File: src/rtl/systolic_pass_ctrl.sv
// systolic_pass_ctrl: sequences one alignment through the systolic affine-gap array.
// The query is cut into N-base passes. Each pass loads its chunk into the PEs,
// streams the whole reference, then waits for the array to drain.
module systolic_pass_ctrl #(
  parameter int N          = 64,
  parameter int LOG_N      = 6,
  parameter int ADDR_W     = 10,
  parameter int BP_W       = 2,
  parameter int MEM_AMOUNT = 4,
  parameter int DRAIN_TO   = 2048
) (
  input  logic                          clk,
  input  logic                          reset_i,
  input  logic                          start,
  input  logic [ADDR_W-1:0]             q_len,
  input  logic [ADDR_W-1:0]             r_len,
  output logic [ADDR_W-1:0]             q_addr,
  input  logic [BP_W-1:0]               q_data,
  output logic [ADDR_W-1:0]             r_addr,
  input  logic [BP_W-1:0]               r_data,
  output logic [BP_W-1:0]               S,
  output logic [BP_W-1:0]               T,
  output logic                          s_update,
  output logic                          valid,
  output logic                          ack,
  output logic                          new_seq,
  output logic                          use_s1,
  output logic [LOG_N-1:0]              PE_end,
  input  logic                          array_busy,
  output logic [$clog2(MEM_AMOUNT)-1:0] pass_idx,
  output logic                          done,
  output logic                          err
);

  localparam int PASS_W = $clog2(MEM_AMOUNT);
  localparam int NP_W   = ADDR_W + 1;
  localparam int TO_W   = $clog2(DRAIN_TO + 1);

  typedef enum logic [2:0] {
    ST_IDLE   = 3'd0,
    ST_LOAD   = 3'd1,
    ST_STREAM = 3'd2,
    ST_DRAIN  = 3'd3,
    ST_NEXT   = 3'd4
  } state_t;

  state_t              state_r, state_n;
  logic [ADDR_W-1:0]   q_len_r, r_len_r, cnt_r, q_addr_r, r_addr_r;
  logic [PASS_W:0]     npass_r, npass_sel_s;
  logic [PASS_W-1:0]   pass_idx_r, pass_load_s;
  logic [LOG_N-1:0]    pe_end_r;
  logic [TO_W-1:0]     to_cnt_r;
  logic [NP_W-1:0]     npass_s;
  logic [ADDR_W-1:0]   qlen_sel_s;
  logic s_update_r, pad_r, valid_r, ack_r, new_seq_r, use_s1_r, done_r, err_r, busy_seen_r;
  logic accept_s, reject_s, last_load_s, last_stream_s, timeout_s, more_s, finish_s;

  // Last PE holding a real base: the tail of the query on the final pass, else the whole array.
  function automatic logic [LOG_N-1:0] pe_end_for(input logic [PASS_W-1:0] pass,
                                                   input logic [PASS_W:0]   npass,
                                                   input logic [ADDR_W-1:0] qlen);
    logic [ADDR_W-1:0] last_s;
    last_s = qlen - ADDR_W'(1);
    if ({1'b0, pass} == (npass - (PASS_W + 1)'(1))) pe_end_for = last_s[LOG_N-1:0];
    else                                           pe_end_for = {LOG_N{1'b1}};
  endfunction

  assign npass_s     = (NP_W'(q_len) + NP_W'(N - 1)) >> LOG_N;
  assign npass_sel_s = accept_s ? npass_s[PASS_W:0] : npass_r;
  assign pass_load_s = accept_s ? {PASS_W{1'b0}} : (pass_idx_r + PASS_W'(1));
  assign qlen_sel_s  = accept_s ? q_len : q_len_r;

  // Next-state decode and single-cycle event strobes.
  always_comb begin
    state_n       = state_r;
    accept_s      = 1'b0;
    reject_s      = 1'b0;
    last_load_s   = 1'b0;
    last_stream_s = 1'b0;
    timeout_s     = 1'b0;
    more_s        = 1'b0;
    finish_s      = 1'b0;
    case (state_r)
      ST_IDLE: begin
        if (start) begin
          if ((q_len == ADDR_W'(0)) || (r_len == ADDR_W'(0)) || (npass_s > NP_W'(MEM_AMOUNT))) begin
            reject_s = 1'b1;
            state_n  = ST_IDLE;
          end else begin
            accept_s = 1'b1;
            state_n  = ST_LOAD;
          end
        end else begin
          state_n = ST_IDLE;
        end
      end
      ST_LOAD: begin
        if (cnt_r == ADDR_W'(N - 1)) begin
          last_load_s = 1'b1;
          state_n     = ST_STREAM;
        end else begin
          state_n = ST_LOAD;
        end
      end
      ST_STREAM: begin
        if (cnt_r == (r_len_r - ADDR_W'(1))) begin
          last_stream_s = 1'b1;
          state_n       = ST_DRAIN;
        end else begin
          state_n = ST_STREAM;
        end
      end
      ST_DRAIN: begin
        if (busy_seen_r && !array_busy) begin
          state_n = ST_NEXT;
        end else if (to_cnt_r == TO_W'(DRAIN_TO - 1)) begin
          timeout_s = 1'b1;
          state_n   = ST_IDLE;
        end else begin
          state_n = ST_DRAIN;
        end
      end
      ST_NEXT: begin
        if (((PASS_W + 1)'(pass_idx_r) + (PASS_W + 1)'(1)) < npass_r) begin
          more_s  = 1'b1;
          state_n = ST_LOAD;
        end else begin
          finish_s = 1'b1;
          state_n  = ST_IDLE;
        end
      end
      default: begin
        state_n = ST_IDLE;
      end
    endcase
  end

  // State register, alignment context and status flags.
  always_ff @(posedge clk or negedge reset_i) begin
    if (!reset_i) begin
      state_r  <= ST_IDLE;
      q_len_r  <= {ADDR_W{1'b0}};
      r_len_r  <= {ADDR_W{1'b0}};
      npass_r  <= {(PASS_W + 1){1'b0}};
      use_s1_r <= 1'b0;
      err_r    <= 1'b0;
      done_r   <= 1'b0;
      new_seq_r <= 1'b0;
      ack_r    <= 1'b0;
    end else begin
      state_r   <= state_n;
      new_seq_r <= accept_s;
      done_r    <= reject_s | timeout_s | finish_s;
      ack_r     <= (state_n == ST_LOAD) || (state_n == ST_STREAM);
      if (accept_s) begin
        q_len_r  <= q_len;
        r_len_r  <= r_len;
        npass_r  <= npass_s[PASS_W:0];
        use_s1_r <= ~use_s1_r;
        err_r    <= 1'b0;
      end else if (reject_s || timeout_s) begin
        err_r <= 1'b1;
      end
    end
  end

  // Pass bookkeeping and buffer address generation; addresses idle at zero.
  always_ff @(posedge clk or negedge reset_i) begin
    if (!reset_i) begin
      pass_idx_r <= {PASS_W{1'b0}};
      pe_end_r   <= {LOG_N{1'b0}};
      cnt_r      <= {ADDR_W{1'b0}};
      q_addr_r   <= {ADDR_W{1'b0}};
      r_addr_r   <= {ADDR_W{1'b0}};
    end else if (accept_s || more_s) begin
      pass_idx_r <= pass_load_s;
      pe_end_r   <= pe_end_for(pass_load_s, npass_sel_s, qlen_sel_s);
      cnt_r      <= {ADDR_W{1'b0}};
      q_addr_r   <= ADDR_W'(pass_load_s) << LOG_N;
    end else if (state_r == ST_LOAD) begin
      cnt_r    <= last_load_s ? {ADDR_W{1'b0}} : (cnt_r + ADDR_W'(1));
      q_addr_r <= last_load_s ? {ADDR_W{1'b0}} : (q_addr_r + ADDR_W'(1));
    end else if (state_r == ST_STREAM) begin
      cnt_r    <= last_stream_s ? {ADDR_W{1'b0}} : (cnt_r + ADDR_W'(1));
      r_addr_r <= last_stream_s ? {ADDR_W{1'b0}} : (r_addr_r + ADDR_W'(1));
    end
  end

  // Beat strobes trail the issued address by one cycle to match the buffer read latency.
  always_ff @(posedge clk or negedge reset_i) begin
    if (!reset_i) begin
      s_update_r <= 1'b0;
      pad_r      <= 1'b0;
      valid_r    <= 1'b0;
    end else begin
      s_update_r <= (state_r == ST_LOAD);
      pad_r      <= (q_addr_r >= q_len_r);
      valid_r    <= (state_r == ST_STREAM);
    end
  end

  // Drain watchdog and busy-rise tracker, both cleared outside DRAIN.
  always_ff @(posedge clk or negedge reset_i) begin
    if (!reset_i) begin
      to_cnt_r    <= {TO_W{1'b0}};
      busy_seen_r <= 1'b0;
    end else if (state_r != ST_DRAIN) begin
      to_cnt_r    <= {TO_W{1'b0}};
      busy_seen_r <= 1'b0;
    end else begin
      to_cnt_r    <= to_cnt_r + TO_W'(1);
      busy_seen_r <= busy_seen_r | array_busy;
    end
  end

  assign S        = (s_update_r && !pad_r) ? q_data : {BP_W{1'b0}};
  assign T        = valid_r ? r_data : {BP_W{1'b0}};
  assign s_update = s_update_r;
  assign valid    = valid_r;
  assign ack      = ack_r;
  assign new_seq  = new_seq_r;
  assign use_s1   = use_s1_r;
  assign PE_end   = pe_end_r;
  assign pass_idx = pass_idx_r;
  assign done     = done_r;
  assign err      = err_r;
  assign q_addr   = q_addr_r;
  assign r_addr   = r_addr_r;

endmodule
File: config.mk
export PLATFORM = sky130hd
export DESIGN_NAME = systolic_pass_ctrl
export DESIGN_NICKNAME = d
export VERILOG_FILES = /design/src/rtl/systolic_pass_ctrl.sv
export SDC_FILE = /design/constraint.sdc
export NUM_CORES = 1
export LEC_CHECK = 0
export CAP_MARGIN = 10
export CORE_ASPECT_RATIO = 0.9
export CORE_UTILIZATION = 38
export CTS_CLUSTER_SIZE = 24
export DETAILED_ROUTE_END_ITERATION = 8
export GPL_ROUTABILITY_DRIVEN = 0
export PLACE_DENSITY = 0.59
export REMOVE_ABC_BUFFERS = 1
export SYNTH_ARGS = -nofsm -noshare
export SYNTH_HDL_FRONTEND = slang
export SYNTH_SLANG_ARGS = --single-unit
File: constraint.sdc
create_clock -name clk -period 3.5 [get_ports clk]
set_input_delay 0.7 -clock clk [delete_from_list [all_inputs] [get_ports clk]]
set_output_delay 0.7 -clock clk [all_outputs]
set_load 0.005 [all_outputs]
==> results_dict.tcl, run 1 <==
set metrics [dict create \
    finClkSkew_ns 0.00639 \
    cts_hold_buf 0 \
    area_delta_synth_final_pct 29.0 \
    overflow 0 \
    cp-start-kind "primary input" \
    cpLargestDelayFamily "simple AND/OR/NAND/NOR gates" \
    cp_max_fo 5 \
    setup_viol 0 \
    arrival_ns 3.66 \
    critical_path_class "primary input to flip-flop" \
    layout.nets 640 \
    via_per_inst 4.99 \
    die_x_um 120 \
    finalHoldViolations 0 \
    slowest_delay_ns 0.53 \
    holdCritPathClass "primary input to asynchronous set/reset pin" \
    tritoncts "done" \
    first_pass_iters 4 \
    numPortBuffers 66 \
    synth.ff_latch_count 85 \
    crit_slowest_cell "or4_4" \
    synth_edf_count 0 \
    layout.cells.non_filler 757 \
    synth.avg_cell_area_um2 9.54 \
    synth_warnings 0 \
    final_cell_mix "85 x dfrtp_1, 65 x clkdlybuf4s50_1, 59 x nand2_1" \
    yosysTopAreaCell "dfrtp_1" \
    grt_max_degree 56 \
    placementRows 38 \
    core_area_mm2 0.0121 \
    clk_pin_slew_ns 0.06 \
    die_h_um 108 \
    design_power_total_mw 4.32 \
    fin_crit_ns 3.42 \
    final_common_cell "dfrtp_1" \
    finalCritPeriodShare 0.978 \
    leakage_nw 2.76 \
    fp.dieArea_mm2 0.0129 \
    diodes 0 \
    timing.slew.headroom 0.517 \
    worst_path_most_repeated_cell "or4_4" \
    status "finished, final reports clean" \
    ctsRootBufferMaster "clkbuf_16" \
    dpl.hpwl_mm 7.94 \
    final_max_slew_viol_count 0 \
    ys_async_sr_fraction 1.00 \
    synth_area_leaders "dfrtp_1 45%, xor2_1 5.9%, ha_1 5.3%" \
    p_per_area_mw_per_mm2 708 \
    grt_pass1_wl_mm 18.4 \
    cts_made_buffers 9 \
    initial_core_util 0.392 \
    required_ns 3.74 \
    drive_above_1_share 0.126 \
    clk_latency_ns 0.34 \
    path_cells "clkdlybuf4s50_1 -> or4_4 -> or4_4 -> nand4b_4 -> mux2_4 -> inv_1 -> ha_4 -> xnor2_1 -> o32ai_2 -> nand2_2 -> o22a_1" \
    io_pins 67 \
    yosysUniqueCellTypes 67 \
    clock-sinks 85 \
    initialDrtViolationCount 204 \
    synth_top_area_frac 0.450 \
    netlist_area_mm2 0.00473 \
    grt.total_usage 0.183 \
    h-tree-depth 3 \
    grt_pass1_vias 3690 \
    synth_cells 496 \
    crit_buf_inv 2 \
    worst_pin_slew_ns 0.724 \
    max_freq_mhz 292 \
    synth_seq_area_share 0.450 \
    ys.flop_type "dfrtp_1" \
    grt_antenna_before_repair 0 \
    finalCoreUtilization 0.505 \
    clk_path_buf_depth 2 \
    wl_per_cell_um 14.4 \
    ir_drop_v 0.000448 \
    wirelength_mm 10.9 \
    end_kind "flip-flop" \
    cap_violations 0 \
    ant_nets 0 \
    drc_errors 0 \
    dp.cells 740 \
    num_vias 3779 \
]
-- stage by stage --
stage | worst slack, ns | setup TNS [ns] | cell area (µm²) | hold slack, ns
floorplan | -0.00337 | -0.0168 | 4640 | 0.404
global placement | -0.391 | -2.14 | 5750 | 0.446
detailed placement | -0.469 | -2.60 | 5750 | 0.463
CTS | 0.00376 | 0 | 6070 | 0.449
global route | -0.000248 | -0.000248 | 6100 | 0.474
finish | 0.0784 | 0 | 6100 | 0.420
-- timing repair --
action,4_1_cts,5_1_grt
resized for setup,1,4
setup endpoints to repair,5,5
setup buffers,0,1
pin swaps,0,8
-- metal layers --
layer / GRT usage / routed length (µm)
met1: 0.250 / 5520
met2: 0.280 / 4890
met3: 0.0535 / 428
met4: 0.0509 / 92
met5: 0 / 0
-- final timing paths --
path	startpoint	to	slack, ns	cells after the start
worst max register to register	r_len_r[0]	cnt_r[8]	0.30	9
min in group clk	to_cnt_r[0]	to_cnt_r[0]	0.47	1
max in group asynchronous	reset_i	to_cnt_r[7]	2.37	2
worst max-delay path	q_len[5]	PE_end[3]	0.08	11
worst min-delay path	reset_i	q_len_r[9]	0.42	1
worst min register to register	to_cnt_r[0]	to_cnt_r[0]	0.47	1
-- cell usage after synthesis, types with 5 or more instances --
cell      number
nand4_1       10
clkbuf_1       5
nand2b_1       9
ha_1          20
nand2_1       59
xor2_1        32
or3_1          7
inv_1         25
nand3_1       15
o21ai_1        7
nor3_1        10
xnor2_1       20
buf_2          6
and3_1        11
o22a_1         5
nor3b_1        5
a21oi_1       13
dfrtp_1       85
nor2_1        57
o21ai_0       20
a21o_1         5
-- power breakdown --
part | switching (mW) | internal (mW)
clock | 0.391 | 0.628
sequential | 0.316 | 1.27
combinational | 0.832 | 0.884
-- registers in the layout, indices dropped and copies added, names as in the netlist --
name,count
to_cnt_r,12
cnt_r,10
q_addr,10
q_len_r,10
r_addr,10
r_len_r,10
PE_end,6
npass_r,3
state_r,3
pass_idx,2
ack,1
busy_seen_r,1
done,1
err,1
new_seq,1
pad_r,1
s_update,1
use_s1,1
valid,1
-- final cells by class --
type	count	area, µm²
repair buffers	100	917
clock buffers	11	233
clock inverters	5	83.8
inverters	27	101
well taps	160	200
fillers	1146	5980
flip-flops and latches	85	2130
multi-input cells	369	2440
-- logic make-up after synthesis --
kind of cell / share of synthesized area
AOI/OAI and AO/OA: 0.111
xor gates and xnor gates: 0.0997
muxes: 0.0119
adders and majority gates: 0.0529
and+or+nand+nor: 0.235
DFF: 0.450
buffers and inverters: 0.0397
No activity file was read; power rests on OpenSTA's default activity.
==> run 2: changes to the inputs <==
Settings changed: GPL_ROUTABILITY_DRIVEN 0 to default.
==> results of run 2 <==
No change in the layout: final DEF, timing and power equal those of run 1.
